--- config.mk ---
export PLATFORM = sky130hd
export DESIGN_NAME = calendar_ctrl
export DESIGN_NICKNAME = d
export VERILOG_FILES = /design/src/rtl/calendar_ctrl.sv
export SDC_FILE = /design/constraint.sdc
export NUM_CORES = 1
export LEC_CHECK = 0
export CELL_PAD_IN_SITES_DETAIL_PLACEMENT = 0
export CELL_PAD_IN_SITES_GLOBAL_PLACEMENT = 1
export CORE_MARGIN = 10
export CORE_UTILIZATION = 31
export DETAILED_ROUTE_END_ITERATION = 10
export HOLD_SLACK_MARGIN = 0.03
export PLACE_DENSITY = 0.6
export RECOVER_POWER = 50
export SYNTH_ARGS = -nofsm -noshare
export SYNTH_HDL_FRONTEND = slang
export SYNTH_SLANG_ARGS = --single-unit
--- constraint.sdc ---
create_clock -name clk -period 3 [get_ports clk]
set_clock_uncertainty 0.1 [all_clocks]
set_input_delay 0.45 -clock clk [delete_from_list [all_inputs] [get_ports clk]]
set_output_delay 0.45 -clock clk [all_outputs]
set_load 0.01 [all_outputs]
--- src/rtl/calendar_ctrl.sv ---
// rtl/calendar_ctrl.sv - calendar sequencer: day carry cascade, set-mode FSM, display bus arbitration
//
// Purpose:
//   Turns the midnight carry into cascaded date/month/year step pulses, runs the
//   user set-mode FSM (RUN -> SET_DATE -> SET_MONTH -> SET_YEAR -> RUN) that drives
//   each counter's load strobe and load data, and arbitrates the shared display
//   databus so that exactly one counter enable is high every cycle.
//
// Configuration:
//   TICK_DEFER_EN - when defined, a day_tick arriving while editing is remembered
//                   and applied in the first RUN cycle after the edit ends; when
//                   undefined, such a tick is dropped.
//
// Ports:
//   clk, rst_n                         clock, synchronous active-low reset
//   day_tick                           midnight carry pulse from the hours counter
//   btn_mode, btn_inc                  debounced button pulses
//   cur_date[4:0], cur_month[3:0],
//   cur_year[6:0]                      current calendar counter values
//   date_step, month_step, year_step   registered advance pulses
//   date_ld, month_ld, year_ld         registered load strobes
//   ld_data[6:0]                       load value, valid with any *_ld
//   date_en, month_en, year_en         one-hot databus enables
//   editing                            high in any SET state

module calendar_ctrl #(
  parameter int DAYS_PER_MONTH = 30,
  parameter int MONTHS         = 12,
  parameter int YEAR_MAX       = 99,
  parameter int SCAN_DIV       = 1000,
  parameter int TIMEOUT        = 5000
) (
  input  logic       clk,
  input  logic       rst_n,
  input  logic       day_tick,
  input  logic       btn_mode,
  input  logic       btn_inc,
  input  logic [4:0] cur_date,
  input  logic [3:0] cur_month,
  input  logic [6:0] cur_year,
  output logic       date_step,
  output logic       month_step,
  output logic       year_step,
  output logic       date_ld,
  output logic       month_ld,
  output logic       year_ld,
  output logic [6:0] ld_data,
  output logic       date_en,
  output logic       month_en,
  output logic       year_en,
  output logic       editing
);

  localparam int TW = (TIMEOUT  > 2) ? $clog2(TIMEOUT)  : 1;
  localparam int SW = (SCAN_DIV > 2) ? $clog2(SCAN_DIV) : 1;

  typedef enum logic [1:0] {
    S_RUN       = 2'd0,
    S_SET_DATE  = 2'd1,
    S_SET_MONTH = 2'd2,
    S_SET_YEAR  = 2'd3
  } state_t;

  localparam logic [1:0] F_DATE  = 2'd0;
  localparam logic [1:0] F_MONTH = 2'd1;
  localparam logic [1:0] F_YEAR  = 2'd2;

  state_t        state_q, state_d;
  logic [6:0]    edit_q, edit_d;
  logic [TW-1:0] to_q, to_d;
  logic [SW-1:0] scan_q, scan_d;
  logic [1:0]    field_q, field_d;
  logic          date_step_q, date_step_d;
  logic          month_step_q, month_step_d;
  logic          year_step_q, year_step_d;
  logic          date_ld_q, date_ld_d;
  logic          month_ld_q, month_ld_d;
  logic          year_ld_q, year_ld_d;
  logic [6:0]    ld_data_q, ld_data_d;
`ifdef TICK_DEFER_EN
  logic          pend_q, pend_d;
`endif

  logic          tick_run;
  logic [6:0]    edit_inc;

  // Increment of the field under edit, wrapping at that field's limit.
  always_comb begin
    edit_inc = edit_q + 7'd1;
    case (state_q)
      S_SET_DATE:  if (edit_q >= 7'(DAYS_PER_MONTH)) edit_inc = 7'd1;
      S_SET_MONTH: if (edit_q >= 7'(MONTHS))         edit_inc = 7'd1;
      S_SET_YEAR:  if (edit_q >= 7'(YEAR_MAX))       edit_inc = 7'd0;
      default:     edit_inc = edit_q;
    endcase
  end

  always_comb begin
    state_d      = state_q;
    edit_d       = edit_q;
    to_d         = to_q;
    scan_d       = scan_q;
    field_d      = field_q;
    date_step_d  = 1'b0;
    month_step_d = 1'b0;
    year_step_d  = 1'b0;
    date_ld_d    = 1'b0;
    month_ld_d   = 1'b0;
    year_ld_d    = 1'b0;
    ld_data_d    = 7'd0;
    tick_run     = 1'b0;
`ifdef TICK_DEFER_EN
    pend_d       = pend_q;
`endif

    case (state_q)
      S_RUN: begin
        to_d = '0;
        // Scan rotation of the display field.
        if (scan_q == SW'(SCAN_DIV - 1)) begin
          scan_d  = '0;
          field_d = (field_q == F_YEAR) ? F_DATE : field_q + 2'd1;
        end else begin
          scan_d = scan_q + SW'(1);
        end
        if (btn_mode) begin
          // A tick in the entry cycle would produce a step while already
          // editing, so it is treated like a tick arriving in SET.
          state_d = S_SET_DATE;
          edit_d  = {2'b00, cur_date};
`ifdef TICK_DEFER_EN
          pend_d  = pend_q | day_tick;
`endif
        end else begin
`ifdef TICK_DEFER_EN
          tick_run = day_tick | pend_q;
          pend_d   = 1'b0;
`else
          tick_run = day_tick;
`endif
        end
      end

      default: begin
        // Editing: the edited field owns the bus; rotation restarts at date.
        scan_d  = '0;
        field_d = F_DATE;
`ifdef TICK_DEFER_EN
        if (day_tick) pend_d = 1'b1;
`endif
        if (btn_mode) begin
          to_d      = '0;
          ld_data_d = edit_q;
          case (state_q)
            S_SET_DATE: begin
              date_ld_d = 1'b1;
              state_d   = S_SET_MONTH;
              edit_d    = {3'b000, cur_month};
            end
            S_SET_MONTH: begin
              month_ld_d = 1'b1;
              state_d    = S_SET_YEAR;
              edit_d     = cur_year;
            end
            default: begin
              year_ld_d = 1'b1;
              state_d   = S_RUN;
            end
          endcase
        end else if (btn_inc) begin
          to_d   = '0;
          edit_d = edit_inc;
        end else if (to_q == TW'(TIMEOUT - 1)) begin
          // Abandon the edit without loading the current field.
          to_d    = '0;
          state_d = S_RUN;
        end else begin
          to_d = to_q + TW'(1);
        end
      end
    endcase

    if (tick_run) begin
      date_step_d  = 1'b1;
      month_step_d = (cur_date == 5'(DAYS_PER_MONTH));
      year_step_d  = (cur_date == 5'(DAYS_PER_MONTH)) && (cur_month == 4'(MONTHS));
    end
  end

  always_ff @(posedge clk) begin
    if (!rst_n) begin
      state_q      <= S_RUN;
      edit_q       <= 7'd0;
      to_q         <= '0;
      scan_q       <= '0;
      field_q      <= F_DATE;
      date_step_q  <= 1'b0;
      month_step_q <= 1'b0;
      year_step_q  <= 1'b0;
      date_ld_q    <= 1'b0;
      month_ld_q   <= 1'b0;
      year_ld_q    <= 1'b0;
      ld_data_q    <= 7'd0;
`ifdef TICK_DEFER_EN
      pend_q       <= 1'b0;
`endif
    end else begin
      state_q      <= state_d;
      edit_q       <= edit_d;
      to_q         <= to_d;
      scan_q       <= scan_d;
      field_q      <= field_d;
      date_step_q  <= date_step_d;
      month_step_q <= month_step_d;
      year_step_q  <= year_step_d;
      date_ld_q    <= date_ld_d;
      month_ld_q   <= month_ld_d;
      year_ld_q    <= year_ld_d;
      ld_data_q    <= ld_data_d;
`ifdef TICK_DEFER_EN
      pend_q       <= pend_d;
`endif
    end
  end

  // Bus enables come straight from state/field flops so they are one-hot
  // in every cycle, including the reset cycle.
  always_comb begin
    date_en  = 1'b0;
    month_en = 1'b0;
    year_en  = 1'b0;
    case (state_q)
      S_SET_DATE:  date_en  = 1'b1;
      S_SET_MONTH: month_en = 1'b1;
      S_SET_YEAR:  year_en  = 1'b1;
      default: begin
        case (field_q)
          F_MONTH: month_en = 1'b1;
          F_YEAR:  year_en  = 1'b1;
          default: date_en  = 1'b1;
        endcase
      end
    endcase
  end

  assign editing    = (state_q != S_RUN);
  assign date_step  = date_step_q;
  assign month_step = month_step_q;
  assign year_step  = year_step_q;
  assign date_ld    = date_ld_q;
  assign month_ld   = month_ld_q;
  assign year_ld    = year_ld_q;
  assign ld_data    = ld_data_q;

endmodule

### Yosys cells after proc, flatten, opt, wreduce, memory -nomap -nowiden

Cells that the tools add are included.

| word-level totals | value |
|---|---|
| bits in registers | 47 |
| output and inout port bits | 17 |

| cells by class | value |
|---|---|
| add/sub/neg operators | 4 |
| $lt $le $gt $ge | 3 |
| equal/unequal tests | 12 |
| muxes and demuxes | 28 |
| bitwise logic cells | 3 |
| reductions and logical operators | 17 |

Operator list:

| cell | number |
|---|---|
| 7-bit 2-to-1 mux | 7 |
| 7-bit one-hot mux with 3 select lines | 1 |
| 7-bit one-hot mux with 2 select lines | 1 |
| 13-bit by 1-bit adder with 13-bit output, second input constant | 1 |
| 13-bit == test, second input constant | 1 |
| 2-bit 2-to-1 mux | 6 |
| 10-bit by 1-bit adder with 10-bit output, second input constant | 1 |
| 10-bit == test, second input constant | 1 |
| 1-bit 2-to-1 mux | 9 |
| 2-bit OR reduction | 4 |
| 7-bit by 1-bit adder with 7-bit output, second input constant | 1 |
| 7-bit by 4-bit greater-or-equal comparator with 1-bit output, second input constant | 1 |
| 7-bit by 5-bit greater-or-equal comparator with 1-bit output, second input constant | 1 |
| 7-bit greater-or-equal comparator, second input constant | 1 |
| 2-bit == test, second input constant | 3 |
| 1-bit one-hot mux with 2 select lines | 3 |
| 2-bit nonzero test | 3 |
| 3-bit OR reduction | 2 |
| 5-bit == test, second input constant | 1 |
| 5-bit OR reduction | 1 |
| 2-bit by 1-bit == test with 1-bit output, second input constant | 2 |
| 4-bit == test, second input constant | 1 |
| 2-bit inequality test, second input constant | 2 |
| 4-bit by 1-bit inequality test with 1-bit output, second input constant | 1 |
| other kinds (9) | 12 |

### Logic depth before layout (Yosys ltp)

| depth | value |
|---|---|
| depth in word-level cells | 6 |
| depth in mapped cells | 7 |
| gate-level depth less buffers | 6 |

### Worst setup path before layout

OpenSTA, ideal clock, no wires.

| timing path | value |
|---|---|
| path kind | flip-flop to flip-flop |
| start point | register state_q[0] |
| end point | register edit_q[3] |
| setup time | 0.092 ns |
| data arrival time | 1.957 ns |
| data required time | 2.808 ns |
| setup slack | 0.851 ns |
| stages on the path, launching flop included | 7 |
| path buffers | 0 |
| cells stage by stage | dfxtp_1 > inv_1 > ha_1 > or3b_4 > or2_4 > or3_4 > o32ai_1 |

| between the ends | value |
|---|---|
| word-level cells in the longest chain between the ends | 5 |
| elaborated cells between the ends (all ways) | 13 |

Ends and longest elaborated chain:

| what | line | source |
|---|---|---|
| start: declaration | 68 | `state_t state_q, state_d;` |
| start signal: assignment | 208 | `state_q <= state_d;` |
| 2-bit == test, or another cell as far along | 90 | `case (state_q)` |
| 7-bit one-hot mux with 3 select lines | 90 |  |
| 7-bit 2-to-1 mux | 170 | `end else if (btn_inc) begin` |
| 7-bit 2-to-1 mux | 151 | `if (btn_mode) begin` |
| 7-bit 2-to-1 mux | 116 | `case (state_q)` |
| end signal: assignment | 209 | `edit_q <= edit_d;` |
| end: declaration | 69 | `logic [6:0] edit_q, edit_d;` |

Parallel ways exist; a longest one is shown, timed or not. The select of a mux whose other input is x is not followed.
A chain may end at the register's enable or synchronous reset.

### Final worst setup path

| timing path | value |
|---|---|
| start point | register state_q[0] |
| end point | output port editing |

| between the ends | value |
|---|---|
| word-level cells in the longest chain between the ends | 1 |

Ends and longest elaborated chain:

| what | line | source |
|---|---|---|
| 2-bit nonzero test | 246 | `assign editing = (state_q != S_RUN);` |
| end: declaration | 51 | `output logic editing` |

No other way between the ends.

==> key figures <==
Yosys
  – Mux contribution to synthesized area: 4.97%
  – Top-count cell post-synth: dfxtp_1
  – Combinational family with the most area after synthesis: simple AND/OR/NAND/NOR gates
  – Synth Area in Adders: between 6 and 7%
  – Mapped cell area: approximately 0.0023 mm2
  – Flops & latches, synth: 47
  – Synth cell count leaders: dfxtp_1, nor2_1, nand2_1
  – Leading post-synthesis cells by cell area: dfxtp_1, ha_1, xor2_1, nor2_1, xnor2_1
  – Avg Synthesized Cell Area: just under 9 um2
  – Post-Synthesis Cells: 262
  – Compound-Gate Fraction of Synth Area: about a tenth
  – Synth Area in XOR/XNOR: 8.98%
  – Post-synth cell types: between 40 and 50
  – Synth area leader: dfxtp_1
  – Post-Syn Nets: between 200 and 300
  – Ys flop type: dfxtp_1
  – Share of the synthesized area in the top cell type: about two fifths
  – Post-Synth Simple-Gate Area: between 20% and 30%
  – EDFF count, synth: 0
  – Ys Warns: 0
  – Post-synth ARST share: 0%
  – Post-synthesis sequential area ratio: ~40%

Critical path
  – Crit path capture type: output port
  – Crit Path Category: flip-flop to output port
  – Highest net fanout along the worst path: 11
  – Worst setup SP type: flip-flop
  – Worst path buffer plus inverter count: 4
  – Most common cell on crit path: inv_1
  – Crit-path slowest cell: clkdlybuf4s50_1
  – R2R depth: 6
  – Critical path data arrival time: 2.08 ns
  – WP depth: 5
  – Crit path cell chain: inv_1 > ha_1 > clkbuf_1 > inv_1 > clkdlybuf4s50_1
  – CP delay by family, top: buffers and inverters
  – Critical Path RT: 2.45 ns
  – CP peak stage delay: 0.52 ns

Detailed routing
  – Met2 WL: 2320 um
  – DR iter-0 viols: 68
  – Avg WL per Cell: ~14 um
  – Number of vias per cell: 4.78
  – DR vias: ~1,900
  – DR top layer: met4
  – Drt total wl: approximately 5600 um
  – M1 WL: around 2800 um
  – DR pass1 iterations: 4
  – Drt drc: 0
  – Post-DRT Antenna Nets: 0
  – Wire length on met3: roughly 370 um

Power and ir drop
  – LEAKAGE: 1.11 nW
  – Tot Pwr: 1.20 mW
  – Power per cell area: roughly 410 mW/mm2
  – Worst VDD drop: roughly 0.22 mV

Flow run
  – Max-Cap Viols: 0

Worst hold path
  – HP Class: flip-flop to flip-flop
  – Hold Path Cell Cnt: 1

Floorplanning
  – Row count: 31
  – # IOs: 38
  – Chip width: ~110 um
  – Die Y: 107 um
  – Die area: ~0.011 mm2
  – Core ar.: 0.00729 mm2
  – Initial core utilization: 32.1%

STA
  – Fmax: approximately 0.38 GHz
  – Worst slew pin tran: 0.785 ns
  – Final Setup Violations: 0
  – Unrepaired setup endpoints after global routing: false
  – Minimum clock period: roughly 2.6 ns
  – Final max-slew violation count: 0
  – Min Hold Slack: between 0.3 and 0.4 ns
  – Slew HR: a little under half
  – Hold violation count in the final report: 0
  – Period utilization: a little under 90%
  – Fin Setup TNS: 0 ns

Placed design
  – Gpl congestion: 0.714
  – IO buf count: 37
  – Hpwl dp: between 4000 and 5000 um

Global route
  – First-pass GRT wire length: between 9000 and 10,000 um
  – Initial antenna violation count: 0
  – Largest net degree at the start of global routing: 16
  – Total global routing overflow: 0
  – Vias in the first global route: ~1,900
  – GRT Util Overall: 10.1%

Clock tree
  – H-tree levels: 2
  – Num CTS Buffers: 5
  – CTS hold repair buffers: 0
  – Max Buffers Root-to-Sink: 2
  – Clk Latency, worst-skew pair: between 0.3 and 0.4 ns
  – Clock sink count: 47
  – Clk slew on worst S/H paths: roughly 0.1 ns
  – CTS tree: yes
  – Post-CTS Setup Bufs: 0
  – Post-CTS Resized: 0
  – Root buf cell: clkbuf_8

Finish
  – Diodes inserted: 0
  – Syn-to-layout area delta: 23.4%
  – NumNets Final: about 330
  – Share of cells above drive strength 1: about 5.7%

Run status
  – Status: complete, no violations
flip-flops by register name, indices dropped and copies added, names as in the netlist, 2 cells and up:
| signal | cells |
|---|---|
| state_q | 2 |
| to_q | 13 |
| scan_q | 10 |
| field_q | 2 |
| edit_q | 7 |
| ld_data | 7 |
layout by cell type, fill, tap and decap left out, types with 7 or more instances in the layout:
cell type,count
clkdlybuf4s50_1,23
dfxtp_1,47
xor2_1,14
nand4_1,7
inv_1,10
nand2_1,17
and2_1,12
ha_1,12
nand3_1,10
xnor2_1,10
dlygate4sd3_1,14
nor2_1,32
report_power, final:
group          internal, mW  switching (mW)  leakage, nW
Clock                 0.164           0.225       0.0483
Combinational        0.0731          0.0709        0.681
Sequential            0.639          0.0248        0.381
cells by family (layout without fill, tap and decap cells):
logic type	after synthesis	count (layout)
flops	47	47
mux	11	11
buf+inv	23	58
fa+ha+maj	12	12
xor+xnor	24	24
compound gates	33	33
simple gates	112	112
metrics by stage:
step                utilization [%]  instance area [um2]  setup WS, ns  instances
floorplan                         -                 2340         0.851        262
global placement               38.5                 2810         0.592        388
detailed placement             38.5                 2810         0.567        388
CTS                            39.7                 2900         0.349        396
global route                   39.6                 2890         0.149        396
finish                         39.6                 2890         0.371        396
cell type report:
class / count / area, um2
clock buffers: 5 / 68.8
clock inverters: 3 / 18.8
fillers: 768 / 4400
inverters: 10 / 37.5
multi-input cells: 192 / 1310
flip-flops and latches: 47 / 941
well taps: 99 / 124
repair buffers: 40 / 385
final timing paths:
| check | end | slack, ns | start |
|---|---|---|---|
| max | editing | 0.37 | state_q[0] |
| min | scan_q[0] | 0.35 | scan_q[0] |
| max reg2reg | edit_q[2] | 0.63 | state_q[0] |
| min reg2reg | scan_q[0] | 0.35 | scan_q[0] |
layer usage:
metal	GRT usage, %	vias to the layer above
met5	0	-
li1	-	983
met1	13.1	865
met4	3.48	0
met3	4.19	7
met2	14.6	39
worst reg2reg max path: stages, from the launching register on:
cell and delay (ns):
dfxtp_1 0.39, inv_1 0.10, ha_1 0.38, o31ai_1 0.58, o21ai_1 0.33, o211ai_1 0.25, o22ai_1 0.09
No activity file was read; power rests on OpenSTA's default activity.
==> RTL change 1, RTL diff (same settings) <==
`to_q` no longer has a reset.
--- a/src/rtl/calendar_ctrl.sv
+++ b/src/rtl/calendar_ctrl.sv
@@ -193,3 +193,2 @@
       edit_q       <= 7'd0;
-      to_q         <= '0;
       scan_q       <= '0;
@@ -209,3 +208,2 @@
       edit_q       <= edit_d;
-      to_q         <= to_d;
       scan_q       <= scan_d;
@@ -223,2 +221,6 @@
     end
+  end
+
+  always_ff @(posedge clk) begin
+    to_q <= to_d;
   end
Behaviour: same outputs for any inputs over 10 cycles, from zero or initial values and one cycle with rst_n low; that may be too few to reach the edited logic, so the function may still have changed.
==> RTL change 1 against the unedited design <==
Sequential power hardly changed; setup slack better by 0.14 ns; wire length is 10% higher; hold slack better by 0.0019 ns; cell area is 0.13% lower; area after synthesis is 0.96% higher; sequential cell count stayed put; non-clock buffer count stayed put; total power is 0.20% higher.
==> RTL change 1: results (changes against the unedited design) <==
Drt initial violations: 60 (was 68)
Crit-path max FO: 14 (was 11)
Synth cell types: 53 (was 44)
Sequential area share after synthesis: 0.398 (was 0.402)
Post-synth top flop: dfxtp_1 (unchanged)
Min-Delay Path Class: flop to flop (unchanged)
M1 WL: 2870 µm (was 2790 µm)
Port bufs: 37 (unchanged)
Source of the worst hold timing path: to_q[0] (was scan_q[0])
Post-Route WL: 6130 µm (was 5560 µm)
Clock Root Buffer: clkbuf_8 (unchanged)
Max-slew headroom: 0.660 (was 0.474)
Clk_lat worst skew: 0.30 ns
Mapped Avg Cell Area: 9.06 µm² (was 8.94 µm²)
DRT Pass-1 Iters: 4 (unchanged)
Postcts setup bufs: 0 (unchanged)
Inserted Clock Buffers: 5 (unchanged)
Uppermost layer routed: met4 (unchanged)
Regs by FF count: to_q: 13 flops, scan_q: 10 flops (unchanged)
Cells taking the most area after synthesis: dfxtp_1, ha_1, nor2_1 (was dfxtp_1, ha_1, xor2_1)
Non-filler cells, final: 394 (was 396)
Share of cells above drive strength 1: 0.0644 (was 0.0572)
Max clock buf depth: 2 (unchanged)
Initial antenna violation count: 0 (unchanged)
CP arrival: 1.93 ns (was 2.08 ns)
Min-Delay Endpoint: to_q[0] (was scan_q[0])
Smallest hold slack: 0.350 ns (was 0.348 ns)
R2r endpoint: year_step (was edit_q[2])
Status: finished clean (unchanged)
Routed via count: 1973 (was 1894)
NumNets Final: 327 (was 329)
Max IR drop VDD: 193 µV (was 219 µV)
Weighted congestion at the end of routability-driven global placement: 0.799 (was 0.714)
Wire length on met2: 2920 µm (was 2320 µm)
Post-DP HPWL: 4630 µm (was 4260 µm)
Reg-to-reg startpoint: state_q[0] (unchanged)
Fill cells: 759 (was 768)
P_leak: 0.00110 µW (was 0.00111 µW)
R2R Setup Slk: 0.72 ns (was 0.63 ns)
Final Slew Violations: 0 (unchanged)
Hold Path Cell Cnt: 1 (unchanged)
Net Count, Synth: 294 (was 295)
GRT Overall Usage: 0.109 (was 0.101)
Met3 WL post-DR: 274 µm (was 367 µm)
Place WS: 0.747 ns (was 0.567 ns)
First-pass GRT wire length: 10200 µm (was 9520 µm)
Dpl cell area: 2810 µm² (about the same)
Pin count of the biggest net entering global routing: 21 (was 16)
Synth cell count leaders: dfxtp_1, nor2_1, nand2_1 (unchanged)
Clk slew on worst S/H paths: 0.09 ns
==> RTL change 1: critical path, cell delays in order (launching register included) <==
cell and delay (ns):
dfxtp_1 0.35, inv_1 0.11, ha_1 0.48, inv_1 0.18, clkdlybuf4s50_1 0.52
==> RTL change 1: worst max path at each step <==
stage	slack (ns)	startpoint	endpoint	depth (start not counted)
floorplan	1.15	state_q[0]	month_en	6
global placement	0.79	rst_n	year_step	5
detailed placement	0.75	btn_mode	edit_q[4]	5
CTS	0.51	state_q[0]	editing	4
global route	0.40	state_q[0]	editing	4
finish	0.52	state_q[0]	editing	4
==> RTL change 1: where the power goes <==
| part | leakage, µW | internal, µW | total (µW) | switching [µW] |
|---|---|---|---|---|
| Clock | 0.0000422 | 164 | 377 | 213 |
| Sequential | 0.000381 | 639 | 665 | 25.9 |
| Combinational | 0.000676 | 75.9 | 157 | 80.6 |
| Total | 0.00110 | 879 | 1200 | 320 |
==> RTL change 1: area by class of cell <==
type	instances	area (µm²)	share of cell area
timing repair buffer	40	393	0.136
tap	99	124	0.0429
multi-input combinational	189	1310	0.452
clock inverter	1	5.00	0.00173
clock buffer	7	76.3	0.0265
sequential	47	941	0.326
inverter	11	41.3	0.0143
==> RTL change 1: cells by family (layout without fill, tap and decap cells) <==
group / count (synthesis) / in the layout / synth area share
AOI/OAI and AO/OA: 44 / 44 / 0.145
xor gates and xnor gates: 22 / 22 / 0.0815
adders and majority gates: 12 / 12 / 0.0635
buffers and inverters: 25 / 59 / 0.0466
DFF: 47 / 47 / 0.398
muxes: 8 / 8 / 0.0360
and+or+nand+nor: 103 / 103 / 0.229
==> RTL change 1: metal layers <==
layer,vias up,GRT usage
met1,933,0.134
met4,0,0.0309
met3,9,0.0329
met5,-,0
met2,34,0.181
li1,997,-
==> RTL change 2, RTL diff (same settings) <==
Without the edit above. Build with the macro `TICK_DEFER_EN` defined.
--- a/src/rtl/calendar_ctrl.sv
+++ b/src/rtl/calendar_ctrl.sv
@@ -24,2 +24,4 @@
 //   editing                            high in any SET state
+
+`define TICK_DEFER_EN
 
Check against the original RTL: not equivalent (a bounded check fails within 10 cycles, from zero or initial values and one cycle with rst_n low).
==> RTL change 2 against the unedited design <==
Setup slack got worse by 0.066 ns; total power is 7.8% higher; critical path type unchanged; cell area rose by 1.7%; via count is 0.32% lower; synthesized cell count rose by 3.4%; largest power group unchanged; wire length down 1.9%; sequential cell count grew 1; largest cell class unchanged; area after synthesis grew 2.5%; count of clock-buffer cells in the layout grew 1.
==> RTL change 2: results (changes against the unedited design) <==
Status: finished clean (unchanged)
Regs by FF count: to_q: 13 flops, scan_q: 10 flops (unchanged)
Initial antenna violation count: 0 (unchanged)
Clk_lat worst skew: 0.30 ns
Cells taking the most area after synthesis: dfxtp_1, ha_1, nor2_1 (was dfxtp_1, ha_1, xor2_1)
R2R Setup Slk: 0.79 ns (was 0.63 ns)
Clk slew on worst S/H paths: 0.09 ns
GRT Overall Usage: 0.0961 (was 0.101)
NumNets Final: 338 (was 329)
Net Count, Synth: 304 (was 295)
Synth cell count leaders: dfxtp_1, nor2_1, nand2_1 (unchanged)
Drt initial violations: 67 (was 68)
Share of cells above drive strength 1: 0.0621 (was 0.0572)
Inserted Clock Buffers: 5 (unchanged)
Smallest hold slack: 0.347 ns (was 0.348 ns)
Max IR drop VDD: 265 µV (was 219 µV)
Max clock buf depth: 2 (unchanged)
H-Tree Depth: 2 (unchanged)
Routed via count: 1888 (was 1894)
Max-slew headroom: 0.626 (was 0.474)
P_leak: 0.00110 µW (was 0.00111 µW)
Weighted congestion at the end of routability-driven global placement: 0.733 (was 0.714)
Min-Delay Path Class: flop to flop (unchanged)
Non-filler cells, final: 408 (was 396)
Port bufs: 37 (unchanged)
Placed Cells: 400 (was 388)
Post-synthesis async set-or-reset flop share: 0 (unchanged)
Sequential area share after synthesis: 0.400 (was 0.402)
Top cell type's share of synthesized area: 0.400 (was 0.402)
Post-synth top flop: dfxtp_1 (unchanged)
Synth cell types: 55 (was 44)
Crit-path max FO: 12 (was 11)
Pin count of the biggest net entering global routing: 15 (was 16)
First-pass GRT wire length: 9160 µm (was 9520 µm)
PostCTS Resize Cnt: 0 (unchanged)
DRT Pass-1 Iters: 4 (unchanged)
Post-DP HPWL: 4210 µm (was 4260 µm)
Postcts setup bufs: 0 (unchanged)
Ys Warns: 0 (unchanged)
Mapped Avg Cell Area: 8.86 µm² (was 8.94 µm²)
Antenna cells: 0 (unchanged)
Post-Route WL: 5450 µm (was 5560 µm)
Clock Root Buffer: clkbuf_8 (unchanged)
ANT nets after route: 0 (unchanged)
[RTL change 2: cell count changes in the layout (fill, tap and decap cells not counted), moves of 3 or more]
| cell | change |
|---|---|
| a21oi_1 | +5 |
| and4_1 | -3 |
| nand3_1 | +4 |
| nor2_1 | +8 |
| o211ai_1 | -4 |
| o21ai_1 | +3 |
| o31ai_1 | -5 |
[RTL change 2: logic make-up after synthesis]
| group | after synthesis | share of synthesized area |
|---|---|---|
| AOI/OAI and AO/OA | 40 | 0.123 |
| xor gates and xnor gates | 24 | 0.0876 |
| adders and majority gates | 12 | 0.0626 |
| buffers and inverters | 24 | 0.0511 |
| DFF | 48 | 0.400 |
| muxes | 9 | 0.0391 |
| and+or+nand+nor | 114 | 0.236 |
[RTL change 2: worst max-delay path: stages, from the launching register on]
cell             delay [ns]
dfxtp_1                0.35
inv_1                  0.11
ha_1                   0.47
inv_1                  0.11
o21ai_0                0.23
clkdlybuf4s50_1        0.58
[RTL change 2: per-stage QoR]
stage | area, µm² | utilization | worst slack, ns | power, µW
3_3_place_gp | 2840 | 0.371 | 0.598 | 847
4_1_cts | 2950 | 0.385 | 0.244 | 1320
6_report | 2940 | 0.384 | 0.305 | 1290
5_1_grt | 2940 | 0.384 | 0.100 | 1360
3_5_place_dp | 2840 | 0.371 | 0.584 | 846
2_1_floorplan | 2400 | - | 1.17 | 782
[RTL change 2: final timing paths]
kind              depth (start not counted)       start         to
setup / recovery                          5  state_q[0]   month_en
hold / removal                            1   scan_q[0]  scan_q[0]
setup reg to reg                          6  state_q[0]  year_step
hold reg to reg                           1   scan_q[0]  scan_q[0]
[RTL change 2: final cells by class]
| cell class | count | area [µm²] |
|---|---|---|
| clock buffers | 6 | 72.6 |
| multi-input cells | 199 | 1310 |
| flip-flops and latches | 48 | 961 |
| clock inverters | 2 | 35.0 |
| well taps | 102 | 128 |
| inverters | 11 | 41.3 |
| fillers | 804 | 4710 |
| repair buffers | 40 | 389 |
[RTL change 2: where the power goes]
part / switching [µW] / internal (µW) / leakage [µW]
combinational: 80.1 / 74.8 / 0.000652
sequential: 20.4 / 652 / 0.000389
clock: 215 / 248 / 0.0000552
[RTL change 2: routing by layer]
layer	global-route usage	up-vias	part of all wire
li1	-	996	-
met1	0.118	862	0.48
met2	0.159	25	0.47
met3	0.0256	5	0.039
met4	0.0344	0	0.014
met5	0	-	0
